<file path="src/rtl/imem_loader_if.sv">
// Byte-stream handshake between a boot source and the instruction-memory loader.
// The master drives bytes and the slave (imem_loader) accepts them.
interface imem_loader_if;
  logic [7:0] in_data;
  logic       in_valid;
  logic       in_ready;

  modport master (
    output in_data,
    output in_valid,
    input  in_ready
  );

  modport slave (
    input  in_data,
    input  in_valid,
    output in_ready
  );
endinterface

</file>
<file path="src/rtl/imem_loader.sv">
// Boot loader: turns an A5/N/data[/checksum] byte frame into 16-bit instruction-memory writes
// and holds the core in reset until a load completes. Optional feature macro: IMEM_LOADER_CHECKSUM_EN.
module imem_loader (
  input  logic              clk,
  input  logic              reset,
  imem_loader_if.slave      s_in,
  output logic              o_wr_en,
  output logic [7:0]        o_wr_addr,
  output logic [15:0]       o_wr_data,
  output logic              o_cpu_reset_n,
  output logic              o_done,
  output logic              o_error
);

  typedef enum logic [2:0] {
    S_IDLE  = 3'd0,
    S_COUNT = 3'd1,
    S_HI    = 3'd2,
    S_LO    = 3'd3,
    S_WRITE = 3'd4,
`ifdef IMEM_LOADER_CHECKSUM_EN
    S_CSUM  = 3'd5,
`endif
    S_DONE  = 3'd6,
    S_ERR   = 3'd7
  } state_t;

  localparam logic [7:0] HEADER = 8'hA5;

  state_t      r_state;
  state_t      w_next;
  logic        w_in_ready;
  logic        w_accept;
  logic        w_is_hdr;
  logic [8:0]  r_words;
  logic [7:0]  r_wr_addr;
  logic [15:0] r_wr_data;
  logic        r_wr_en;
  logic        r_cpu_reset_n;
  logic        r_done;
`ifdef IMEM_LOADER_CHECKSUM_EN
  logic [7:0]  r_csum;
  logic        r_error;
`endif

  assign w_in_ready = (r_state != S_WRITE);
  assign w_accept   = s_in.in_valid & w_in_ready;
  assign w_is_hdr   = (s_in.in_data == HEADER);

  assign s_in.in_ready = w_in_ready;
  assign o_wr_en       = r_wr_en;
  assign o_wr_addr     = r_wr_addr;
  assign o_wr_data     = r_wr_data;
  assign o_cpu_reset_n = r_cpu_reset_n;
  assign o_done        = r_done;
`ifdef IMEM_LOADER_CHECKSUM_EN
  assign o_error       = r_error;
`else
  assign o_error       = 1'b0;
`endif

  // State register
  always_ff @(posedge clk or negedge reset) begin
    if (!reset) begin
      r_state <= S_IDLE;
    end else begin
      r_state <= w_next;
    end
  end

  // Next-state logic
  always_comb begin
    w_next = r_state;
    case (r_state)
      S_IDLE, S_DONE, S_ERR: begin
        if (w_accept && w_is_hdr) begin
          w_next = S_COUNT;
        end else begin
          w_next = r_state;
        end
      end
      S_COUNT: begin
        if (w_accept) w_next = S_HI;
        else          w_next = r_state;
      end
      S_HI: begin
        if (w_accept) w_next = S_LO;
        else          w_next = r_state;
      end
      S_LO: begin
        if (w_accept) w_next = S_WRITE;
        else          w_next = r_state;
      end
      S_WRITE: begin
        if (r_words != 9'd1) begin
          w_next = S_HI;
        end else begin
`ifdef IMEM_LOADER_CHECKSUM_EN
          w_next = S_CSUM;
`else
          w_next = S_DONE;
`endif
        end
      end
`ifdef IMEM_LOADER_CHECKSUM_EN
      S_CSUM: begin
        if (w_accept) begin
          w_next = (s_in.in_data == r_csum) ? S_DONE : S_ERR;
        end else begin
          w_next = r_state;
        end
      end
`endif
      default: w_next = S_IDLE;
    endcase
  end

  // Registered outputs decode the upcoming state so they line up with it
  always_ff @(posedge clk or negedge reset) begin
    if (!reset) begin
      r_wr_en       <= 1'b0;
      r_cpu_reset_n <= 1'b0;
      r_done        <= 1'b0;
`ifdef IMEM_LOADER_CHECKSUM_EN
      r_error       <= 1'b0;
`endif
    end else begin
      r_wr_en       <= (w_next == S_WRITE);
      r_cpu_reset_n <= (w_next == S_DONE);
      r_done        <= (w_next == S_DONE);
`ifdef IMEM_LOADER_CHECKSUM_EN
      r_error       <= (w_next == S_ERR);
`endif
    end
  end

  // Word assembly, address/count bookkeeping and checksum accumulation
  always_ff @(posedge clk or negedge reset) begin
    if (!reset) begin
      r_words   <= 9'd0;
      r_wr_addr <= 8'h00;
      r_wr_data <= 16'h0000;
`ifdef IMEM_LOADER_CHECKSUM_EN
      r_csum    <= 8'h00;
`endif
    end else begin
      case (r_state)
        S_COUNT: begin
          if (w_accept) begin
            // A count of zero encodes a full 256-word image
            r_words   <= (s_in.in_data == 8'h00) ? 9'd256 : {1'b0, s_in.in_data};
            r_wr_addr <= 8'h00;
`ifdef IMEM_LOADER_CHECKSUM_EN
            r_csum    <= 8'h00;
`endif
          end
        end
        S_HI: begin
          if (w_accept) begin
            r_wr_data[15:8] <= s_in.in_data;
`ifdef IMEM_LOADER_CHECKSUM_EN
            r_csum          <= r_csum + s_in.in_data;
`endif
          end
        end
        S_LO: begin
          if (w_accept) begin
            r_wr_data[7:0] <= s_in.in_data;
`ifdef IMEM_LOADER_CHECKSUM_EN
            r_csum         <= r_csum + s_in.in_data;
`endif
          end
        end
        S_WRITE: begin
          r_wr_addr <= r_wr_addr + 8'd1;
          r_words   <= r_words - 9'd1;
        end
        default: begin
          r_words <= r_words;
        end
      endcase
    end
  end

endmodule

</file>
<file path="src/flat_wrapper.sv">
// flat-port wrapper written by rule: the top's interface ports become plain ports
module imem_loader_flat 
  (clk, reset, o_wr_en, o_wr_addr, o_wr_data, o_cpu_reset_n, o_done, o_error, s_in_in_data, s_in_in_valid, s_in_in_ready);
  imem_loader_if s_in_i ();
  input  logic clk;
  input  logic reset;
  output logic o_wr_en;
  output logic [7:0] o_wr_addr;
  output logic [15:0] o_wr_data;
  output logic o_cpu_reset_n;
  output logic o_done;
  output logic o_error;
  input wire logic [$bits(s_in_i.in_data)-1:0] s_in_in_data;
  input wire logic [$bits(s_in_i.in_valid)-1:0] s_in_in_valid;
  output wire logic [$bits(s_in_i.in_ready)-1:0] s_in_in_ready;
  assign s_in_i.in_data = s_in_in_data;
  assign s_in_i.in_valid = s_in_in_valid;
  assign s_in_in_ready = s_in_i.in_ready;
  imem_loader u_core (.clk(clk), .reset(reset), .s_in(s_in_i), .o_wr_en(o_wr_en), .o_wr_addr(o_wr_addr), .o_wr_data(o_wr_data), .o_cpu_reset_n(o_cpu_reset_n), .o_done(o_done), .o_error(o_error));
endmodule
</file>
<file path="config.mk">
export PLATFORM = sky130hd
export DESIGN_NAME = imem_loader_flat
export DESIGN_NICKNAME = d
export VERILOG_FILES = /design/src/rtl/imem_loader_if.sv /design/src/rtl/imem_loader.sv /design/src/flat_wrapper.sv
export SDC_FILE = /design/constraint.sdc
export NUM_CORES = 1
export LEC_CHECK = 0
export ABC_CLOCK_PERIOD_IN_PS = 2960
export BUFFER_PORTS_ARGS = -buffer_cell sky130_fd_sc_hd__buf_4
export CORE_MARGIN = 2
export CORE_UTILIZATION = 50
export DETAILED_ROUTE_END_ITERATION = 10
export PLACE_DENSITY = 0.82
export SYNTH_ARGS = -nofsm -noshare
export SYNTH_HDL_FRONTEND = slang
export SYNTH_SLANG_ARGS = --single-unit
</file>
<file path="constraint.sdc">
create_clock -name clk -period 2.96 [get_ports clk]
set_clock_uncertainty 0.15 [all_clocks]
set_input_delay 0.296 -clock clk [delete_from_list [all_inputs] [get_ports clk]]
set_output_delay 0.296 -clock clk [all_outputs]
set_load 0.1 [all_outputs]
</file>
---- Word level (Yosys, flattened, before mapping) ----
Cells that the tools add are included.
word-level totals
  flip-flop bits (word level) ............. 38
  bits of input ports ..................... 11
  output and inout bits ................... 29
operators by class
  $add $sub $neg .......................... 2
  eq/ne operators ......................... 12
  muxes and demuxes ....................... 11
  bitwise operators ....................... 1
  reduce and logical (&&, ||, !) cells .... 8
operators by type and width
  cell                                                    count
  2-to-1 mux 9 bit                                        2
  case mux 9 bit (2 select lines)                         1
  case mux 8 bit (2 select lines)                         1
  equality test 3 bit (second input constant)             5
  2-to-1 mux 3 bit                                        5
  case mux 3 bit (5 select lines)                         1
  inequality test 9 x 1 -> 1 bit (second input constant)  1
  subtractor 9 x 1 -> 9 bit (second input constant)       1
  adder 8 x 1 -> 8 bit (second input constant)            1
  equality test 8 bit (second input constant)             1
  zero test 8 bit                                         1
  2-to-1 mux 8 bit                                        1
  equality test 3 x 2 -> 1 bit (second input constant)    2
  AND reduction 2 bit                                     3
  equality test 3 x 1 -> 1 bit (second input constant)    1
  zero test 3 bit                                         1
  inequality test 3 bit (second input constant)           1
  OR reduction 3 bit                                      1
  inequality test 2 x 1 -> 1 bit (second input constant)  1
  nonzero test 2 bit                                      1
  bitwise AND 1 bit                                       1
  logical AND 1 bit                                       1

---- Logic depth before layout (Yosys ltp) ----
Gate-level depths: netlist of run 1.
  word-level depth ........................ 6
  mapped depth ............................ 6
  mapped depth without buffers ............ 5

---- Worst setup path before layout of run 1 ----
Ideal clock, no wire load.
  kind .................................... flip-flop to flip-flop
  from .................................... register u_core.r_wr_addr[2] (netlist: u_core.o_wr_addr[2])
  to ...................................... register u_core.r_wr_addr[5] (netlist: u_core.o_wr_addr[5])
  library setup time ...................... 0.164 ns
  arrival time ............................ 1.724 ns
  required time ........................... 2.646 ns
  slack ................................... 0.922 ns
  stages on the path, launching flop included .. 4
  path buffers ............................ 0
  cells stage by stage .................... dfrtp_1 nand3_1 o311ai_0 o41ai_1
on the way
  word-level cells in the longest chain between the ends .. 2
RTL lines
  what                             line                source
  start, declared                  imem_loader.sv:36   logic [7:0] r_wr_addr;
  start signal, assigned           imem_loader.sv:175  r_wr_addr <= r_wr_addr + 8'd1;
  adder 8 x 1 -> 8 bit             imem_loader.sv:175
  case mux 8 bit (2 select lines)  imem_loader.sv:147  case (r_state)
Every way passes these cells.
A chain may end at the register's enable or synchronous reset.

---- Final worst setup path of run 1 ----
  from .................................... register u_core.r_state[2]
  to ...................................... output port s_in_in_ready
on the way
  word-level cells in the longest chain between the ends .. 1
RTL lines
  what                    line                source
  start, declared         imem_loader.sv:30   state_t r_state;
  start signal, assigned  imem_loader.sv:67   r_state <= w_next;
  inequality test 3 bit   imem_loader.sv:46   assign w_in_ready = (r_state != S_WRITE);
  end, declared           flat_wrapper.sv:15  output wire logic [$bits(s_in_i.in_ready)-1:0] s_in_in_ready;
Every way passes these cells.

==> results of run 1 <==
-- critical path, delay by kind of cell, from the launching register on --
family | cells | cell delay [ns]
buffers and inverters | 2 | 0.44
flip-flops | 1 | 0.54
AND/OR/NAND/NOR | 1 | 0.50
-- layer usage --
layer	vias up	track usage [%]	routed length, microns
met5	-	0	0
met4	0	6.38	37
met3	4	5.38	204
met2	45	34.0	2070
met1	727	28.5	1740
li1	668	-	-
-- cell type report --
class,count,share of cell area (%)
clock inverter,1,0.224
multi-input combinational,104,36.0
sequential,38,42.6
inverter,8,1.46
clock buffer,7,3.86
tap,48,2.69
timing repair buffer,39,13.2
-- logic make-up after synthesis --
group | Yosys count | synth area share (%)
AOI/OAI and AO/OA | 27 | 11.1
other | 1 | 0.203
muxes | 21 | 12.6
and+or+nand+nor | 51 | 17.2
xor gates and xnor gates | 1 | 0.475
adders and majority gates | 3 | 2.04
DFF | 38 | 51.6
buffers and inverters | 16 | 4.75
-- layout by cell type (no fill, tap or decap), types with 2 or more instances in the layout --
master    netlist  layout
inv_1           7       7
nor4_1          4       4
o211ai_1        5       5
dfrtp_1        38      38
and3_1          2       2
mux2_2         17      17
clkbuf_8        0       6
nand2_1        13      13
mux2i_1         4       4
a221o_1         3       3
nand3_1         5       5
or4_1           2       2
nor2_1          3       3
nand4_1         5       5
nor3_1          6       6
o311ai_0        4       4
o21ai_0         4       4
a21oi_1         3       3
buf_4           2      38
ha_1            3       3
-- registers in the layout, indices dropped and copies added, names as in the netlist --
| register | count |
|---|---|
| u_core.o_wr_data | 16 |
| u_core.r_words | 9 |
| u_core.o_wr_addr | 8 |
| u_core.r_state | 3 |
| u_core.o_cpu_reset_n | 1 |
| u_core.o_wr_en | 1 |
-- how the worst max path moves through the flow --
| stage | to | cells past startpoint | slack (ns) | start |
|---|---|---|---|---|
| global route | s_in_in_ready | 3 | 0.62 | u_core.r_state[2]$_DFF_PN0_ |
| floorplan | u_core.o_wr_addr[5]$_DFFE_PN0P_ | 3 | 0.92 | u_core.o_wr_addr[2]$_DFFE_PN0P_ |
| finish | s_in_in_ready | 3 | 0.75 | u_core.r_state[2]$_DFF_PN0_ |
| detailed placement | u_core.r_words[7]$_DFFE_PN0P_ | 4 | 0.93 | u_core.r_state[2]$_DFF_PN0_ |
| global placement | u_core.r_words[7]$_DFFE_PN0P_ | 4 | 1.0 | u_core.r_state[2]$_DFF_PN0_ |
| CTS | s_in_in_ready | 3 | 0.74 | u_core.r_state[2]$_DFF_PN0_ |
-- what timing repair did --
item                                   in CTS  in global routing
setup buffers                               0                  0
hold buffers                                1                  0
endpoints found under the hold margin      38                  0
-- metrics by stage --
stage | util [%] | setup slack [ns] | cells | hold slack, ns | cell area [sq um]
floorplan | - | 0.922 | 158 | -0.150 | 1840
detailed placement | 59.2 | 0.935 | 236 | 0.140 | 2130
global route | 62.0 | 0.622 | 245 | 0.109 | 2230
CTS | 62.0 | 0.737 | 245 | 0.111 | 2230
global placement | 59.2 | 0.999 | 236 | 0.126 | 2130
finish | 62.0 | 0.747 | 245 | 0.114 | 2230
==> impl_summary.log, run 1 <==
[metrics] final weighted congestion of routability-driven global placement: 0.822
[metrics] slack of the worst reg-to-reg path: a little over 0.9 ns
[metrics] Cells on Worst Hold Path: 3
[metrics] hold violation count in the final report: 0
[metrics] worst-path cell with the longest stage delay: dfrtp_1
[metrics] total number of H-tree levels: 2
[metrics] detailed-routing iteration count for the pre-antenna-repair pass: 4
[metrics] share of the cycle needed by the critical path after routing: 74.8%
[metrics] core box area: 3610 sq um
[metrics] number of CTS-inserted buffers: 5
[metrics] Detail Route Antenna Nets: 0
[metrics] most common cell in the synthesized netlist: dfrtp_1
[metrics] end of the worst register-to-register path: u_core.r_words[7]$_DFFE_PN0P_
[metrics] cell taking the most area after synthesis: dfrtp_1
[metrics] first-pass GRT wire length: between 6000 and 7000 microns
[metrics] worst slew pin tran: 0.676 ns
[metrics] worst hold start: s_in_in_data[2]
[metrics] # IOs: 40
[metrics] total global-route track usage: roughly a fifth
[metrics] port bufs: 38
[metrics] RSZ-0062 raised after global routing: false
[metrics] average via count per standard cell: slightly below 6
[metrics] share of synthesized area occupied by flip-flops and latches: between 50% and 60%
[metrics] share of layout cells above drive strength 1: 33.5%
[metrics] minimum period implied by the final worst setup slack: approximately 2.2 ns
[metrics] sink count of the clock tree: 38
[metrics] critical path launch point type: register
[metrics] die width: 64.7 microns
[metrics] Arr. time, crit path: roughly 1.8 ns
[metrics] pin count of the biggest net entering global routing: 39
[metrics] TritonCTS clock tree: yes
[metrics] delay of the slowest critical-path stage: 0.54 ns
[metrics] max-slew violation count: 0
[metrics] Crit path required time: 2.51 ns
[metrics] number of gates resized after cts: 0
[metrics] number of DRC violations after detailed-routing iteration 0: 102
[metrics] Avg Inst Size Synth: 11.7 sq um
[metrics] distinct cell type count of the synthesized netlist: between 40 and 50
[metrics] buffer depth of the longest clock path: 2
[metrics] ranking of synthesized cells by area: dfrtp_1, mux2_2, nand2_1
[metrics] CP endpoint kind: output port
[metrics] portion of synthesized cell area occupied by the leading cell type: 51.6%
[metrics] worst-skew pair later-pin latency: 0.28 ns
[metrics] Max FO, Critical Path: 18
[metrics] register area: 951 sq um
[metrics] wire length per cell after detailed routing: 16.5 microns
[metrics] detailed-route wire length: 4050 microns
[metrics] clock root buffer master: clkbuf_8
[metrics] Post-Synthesis Cell Area: ~1800 sq um
[metrics] Main synth FF type: dfrtp_1
[metrics] Syn Inst Count: 158
[metrics] Final TNS setup: 0 ns
[metrics] total gr overflow: 0
[metrics] antenna cell count: 0
[metrics] area of the multi-input gates: 805 sq um
[metrics] worst-path cell chain: nor3b_4 -> inv_4 -> buf_4
[metrics] antenna violations before repair: 0
[metrics] launch instance of the worst register-to-register path: u_core.r_state[2]$_DFF_PN0_
[metrics] vertical die dimension: 64.7 microns
[metrics] Synth Net Count: 172
[metrics] Post-synth EDFFs: 0
[metrics] Net count, final: 210
[metrics] number of remaining DRC errors: 0
[metrics] highest attainable clock frequency: 452 MHz
[metrics] clock slew at the register clock pins of the worst setup and hold paths: around 0.070 ns
[metrics] yosys warns: 0
[metrics] count of standard-cell rows: 22
[metrics] Filler Cells Inserted: 311
[metrics] initial core utilization: 51.1%
[metrics] Area growth syn-to-layout: 21.2%
[metrics] worst min path class: in2reg
[metrics] run status: completed
[metrics] number of global-route vias before repair: 1427
[metrics] Worst Hold Endpoint: u_core.r_words[2]$_DFFE_PN0P_
[metrics] most used standard cells in the synthesized netlist: dfrtp_1, mux2_2, nand2_1, inv_1, nor3_1
[metrics] flops & latches, synth: 38
[metrics] Finish-stage setup viols: 0
[metrics] fraction of registers with async set/reset: 100%
[metrics] full die area: 4190 sq um
[metrics] R2R cell count: 4
[metrics] remaining max-slew budget at the tightest pin: 54.5%
[metrics] number of maximum-capacitance violations: 0
[metrics] worst setup path category: reg2out
[metrics] via count of the routed design: 1444
[metrics] placed wire-length estimate after detailed placement: between 2000 and 3000 microns
Power of run 1 is left out: the tool's default activity adds up to more than one toggle a clock period on the data nets, which glitch-free logic cannot reach.
==> run 2, diff against run 1 <==
--- a/config.mk
+++ b/config.mk
@@ -5,12 +5,12 @@
 export SDC_FILE = /design/constraint.sdc
 export NUM_CORES = 1
 export LEC_CHECK = 0
-export ABC_CLOCK_PERIOD_IN_PS = 2960
+export ABC_CLOCK_PERIOD_IN_PS = 1950
 export BUFFER_PORTS_ARGS = -buffer_cell sky130_fd_sc_hd__buf_4
 export CORE_MARGIN = 2
-export CORE_UTILIZATION = 50
+export CORE_UTILIZATION = 48
 export DETAILED_ROUTE_END_ITERATION = 10
-export PLACE_DENSITY = 0.82
+export PLACE_DENSITY = 0.83
 export SYNTH_ARGS = -nofsm -noshare
 export SYNTH_HDL_FRONTEND = slang
 export SYNTH_SLANG_ARGS = --single-unit
==> constraint.sdc (replaced) <==
create_clock -name clk -period 1.95 [get_ports clk]
set_clock_uncertainty 0.15 [all_clocks]
set_input_delay 0.195 -clock clk [delete_from_list [all_inputs] [get_ports clk]]
set_output_delay 0.195 -clock clk [all_outputs]
set_load 0.1 [all_outputs]
==> impl_summary.log, run 2 (synthesized netlist as in run 1, its figures left out) <==
[metrics] run status: completed
[metrics] flip-flop count of the largest register after layout: 16
[metrics] average via count per standard cell: 5.73
[metrics] # IOs: 40
[metrics] busiest layer in global routing: met2
[metrics] global routing usage on met3: 6.81%
[metrics] highest attainable clock frequency: 532 MHz
[metrics] clock slew at the register clock pins of the worst setup and hold paths: 0.08 ns
[metrics] max-slew violation count: 0
[metrics] antenna violations before repair: 0
[metrics] wire length per cell after detailed routing: 16.0 microns
[metrics] detailed-route wire length: 4040 microns
[metrics] Detail Route Antenna Nets: 0
[metrics] Max FO, Critical Path: 18
[metrics] Final TNS setup: 0 ns
[metrics] share of the cycle needed by the critical path after routing: 96.4%
[metrics] number of global-route vias before repair: 1408
[metrics] crit path to: s_in_in_ready
[metrics] worst-path cell with the longest stage delay: dfrtp_1
[metrics] slack of the critical path: roughly 0.071 ns
[metrics] worst setup path startpoint: u_core.r_state[2]$_DFF_PN0_
[metrics] port bufs: 38
[metrics] stages on the worst setup path: 3
[metrics] Net count, final: 217
[metrics] launch instance of the worst register-to-register path: u_core.r_state[2]$_DFF_PN0_
[metrics] Arr. time, crit path: 1.53 ns
[metrics] commonest non-fill, non-tap cell in the layout: buf_4
[metrics] detailed-routing iteration count for the pre-antenna-repair pass: 4
[metrics] worst-skew pair later-pin latency: 0.29 ns
[metrics] R2R cell count: 4
[metrics] worst hold start: s_in_in_data[4]
[metrics] slack of the worst reg-to-reg path: 0.16 ns
[metrics] end of the worst register-to-register path: u_core.r_words[7]$_DFFE_PN0P_
[metrics] number of maximum-capacitance violations: 0
[metrics] TritonCTS clock tree: yes
[metrics] met1 Resource Use GR: 28.9%
[metrics] critical path launch point type: register
[metrics] full die area: 4350 sq um
[metrics] Non-Filler Cell Area, Final: roughly 2300 sq um
[metrics] number of DRC violations after detailed-routing iteration 0: 34
[metrics] final weighted congestion of routability-driven global placement: 0.890
[metrics] routing usage on met2: 31.3%
[metrics] worst slack after detailed placement: 0.178 ns
[metrics] worst path buffer plus inverter count: 2
[metrics] CP endpoint kind: output port
[metrics] delay of the slowest critical-path stage: 0.54 ns
[metrics] vertical die dimension: 66.0 microns
[metrics] RSZ-0062 raised after global routing: false
[metrics] number of CTS-inserted buffers: 5
[metrics] Crit path required time: 1.60 ns
[metrics] number of remaining DRC errors: 0
[metrics] total gr overflow: 0
[metrics] most frequent cells in the layout: buf_4, dfrtp_1, mux2_2
[metrics] die width: 66.0 microns
[metrics] Filler Cells Inserted: ~300
[metrics] Area growth syn-to-layout: 27.1%
[metrics] hold violation count in the final report: 0
[metrics] total number of H-tree levels: 2
[metrics] standard cell area after detailed placement: 2190 sq um
[metrics] minimum period implied by the final worst setup slack: 1.88 ns
[metrics] number of gates resized after cts: 0
[metrics] worst min path class: in2reg
[metrics] via count of the routed design: 1444
[metrics] buffer depth of the longest clock path: 2
[metrics] pin count of the biggest net entering global routing: 39
[metrics] cts hold-fix bufs: 1
[metrics] antenna cell count: 0
[metrics] clock root buffer master: clkbuf_8
[metrics] sink count of the clock tree: 38
[metrics] count of buffers added by post-CTS timing repair for setup: 0
[metrics] Finish-stage setup viols: 0
[metrics] core box area: 3690 sq um
[metrics] share of layout cells above drive strength 1: 37.7%
[metrics] first-pass GRT wire length: 6790 microns
[metrics] count of standard-cell rows: 22
[metrics] initial core utilization: approximately 50%
[metrics] worst setup path category: reg2out
[metrics] total global-route track usage: between 20% and 30%
[metrics] cell type group with the largest total delay on the critical path: flip-flops
[metrics] worst-path cell chain: nor3b_4 -> inv_4 -> buf_4
[metrics] placed wire-length estimate after detailed placement: about 2800 microns
## run 2: cell count changes in the layout (fill, tap and decap cells not counted)
cell,delta
bufinv_16,+2
buf_4,+7
clkbuf_1,-1
dfrtp_2,+3
dfrtp_1,-3
clkinv_2,-1
## run 2: stage by stage
stage               std cells  utilization (%)  hold slack (ns)
global route              252             63.5          0.00502
finish                    252             63.5           0.0167
CTS                       252             63.5           0.0137
floorplan                 158                -           -0.251
detailed placement        243             59.4           0.0378
global placement          243             59.4           0.0367
## run 2: worst min path at each step
stage,endpoint,cells past startpoint
after global routing,u_core.o_wr_data[6]$_DFFE_PN0P_,2
after floorplan,u_core.o_cpu_reset_n$_DFF_PN0_,0
after CTS,u_core.r_words[7]$_DFFE_PN0P_,3
final,u_core.o_wr_data[12]$_DFFE_PN0P_,2
after global placement,u_core.o_wr_en$_DFF_PN0_,1
after detailed placement,u_core.o_wr_en$_DFF_PN0_,1
## run 2: worst register-to-register path, cell delays in order (launching register included)
cell and delay [ns]:
dfrtp_1 0.54, nor3b_4 0.31, inv_4 0.13, or4_1 0.51
nand3_1 0.09
## run 2: cell type report
cell class	instances	area (sq um)	share of cell area [%]
timing repair buffer	46	348	14.9
clock buffer	6	82.6	3.53
tap	48	60.1	2.56
multi-input combinational	104	805	34.3
inverter	8	32.5	1.39
clock inverter	2	60.1	2.56
sequential	38	955	40.8
## run 2: per-layer routing
metal	wire length, microns	vias to the layer above
li1	-	691
met1	1850	704
met2	1920	39
met3	195	10
met4	78	0
met5	0	-
Power of run 2 is left out for the same reason.
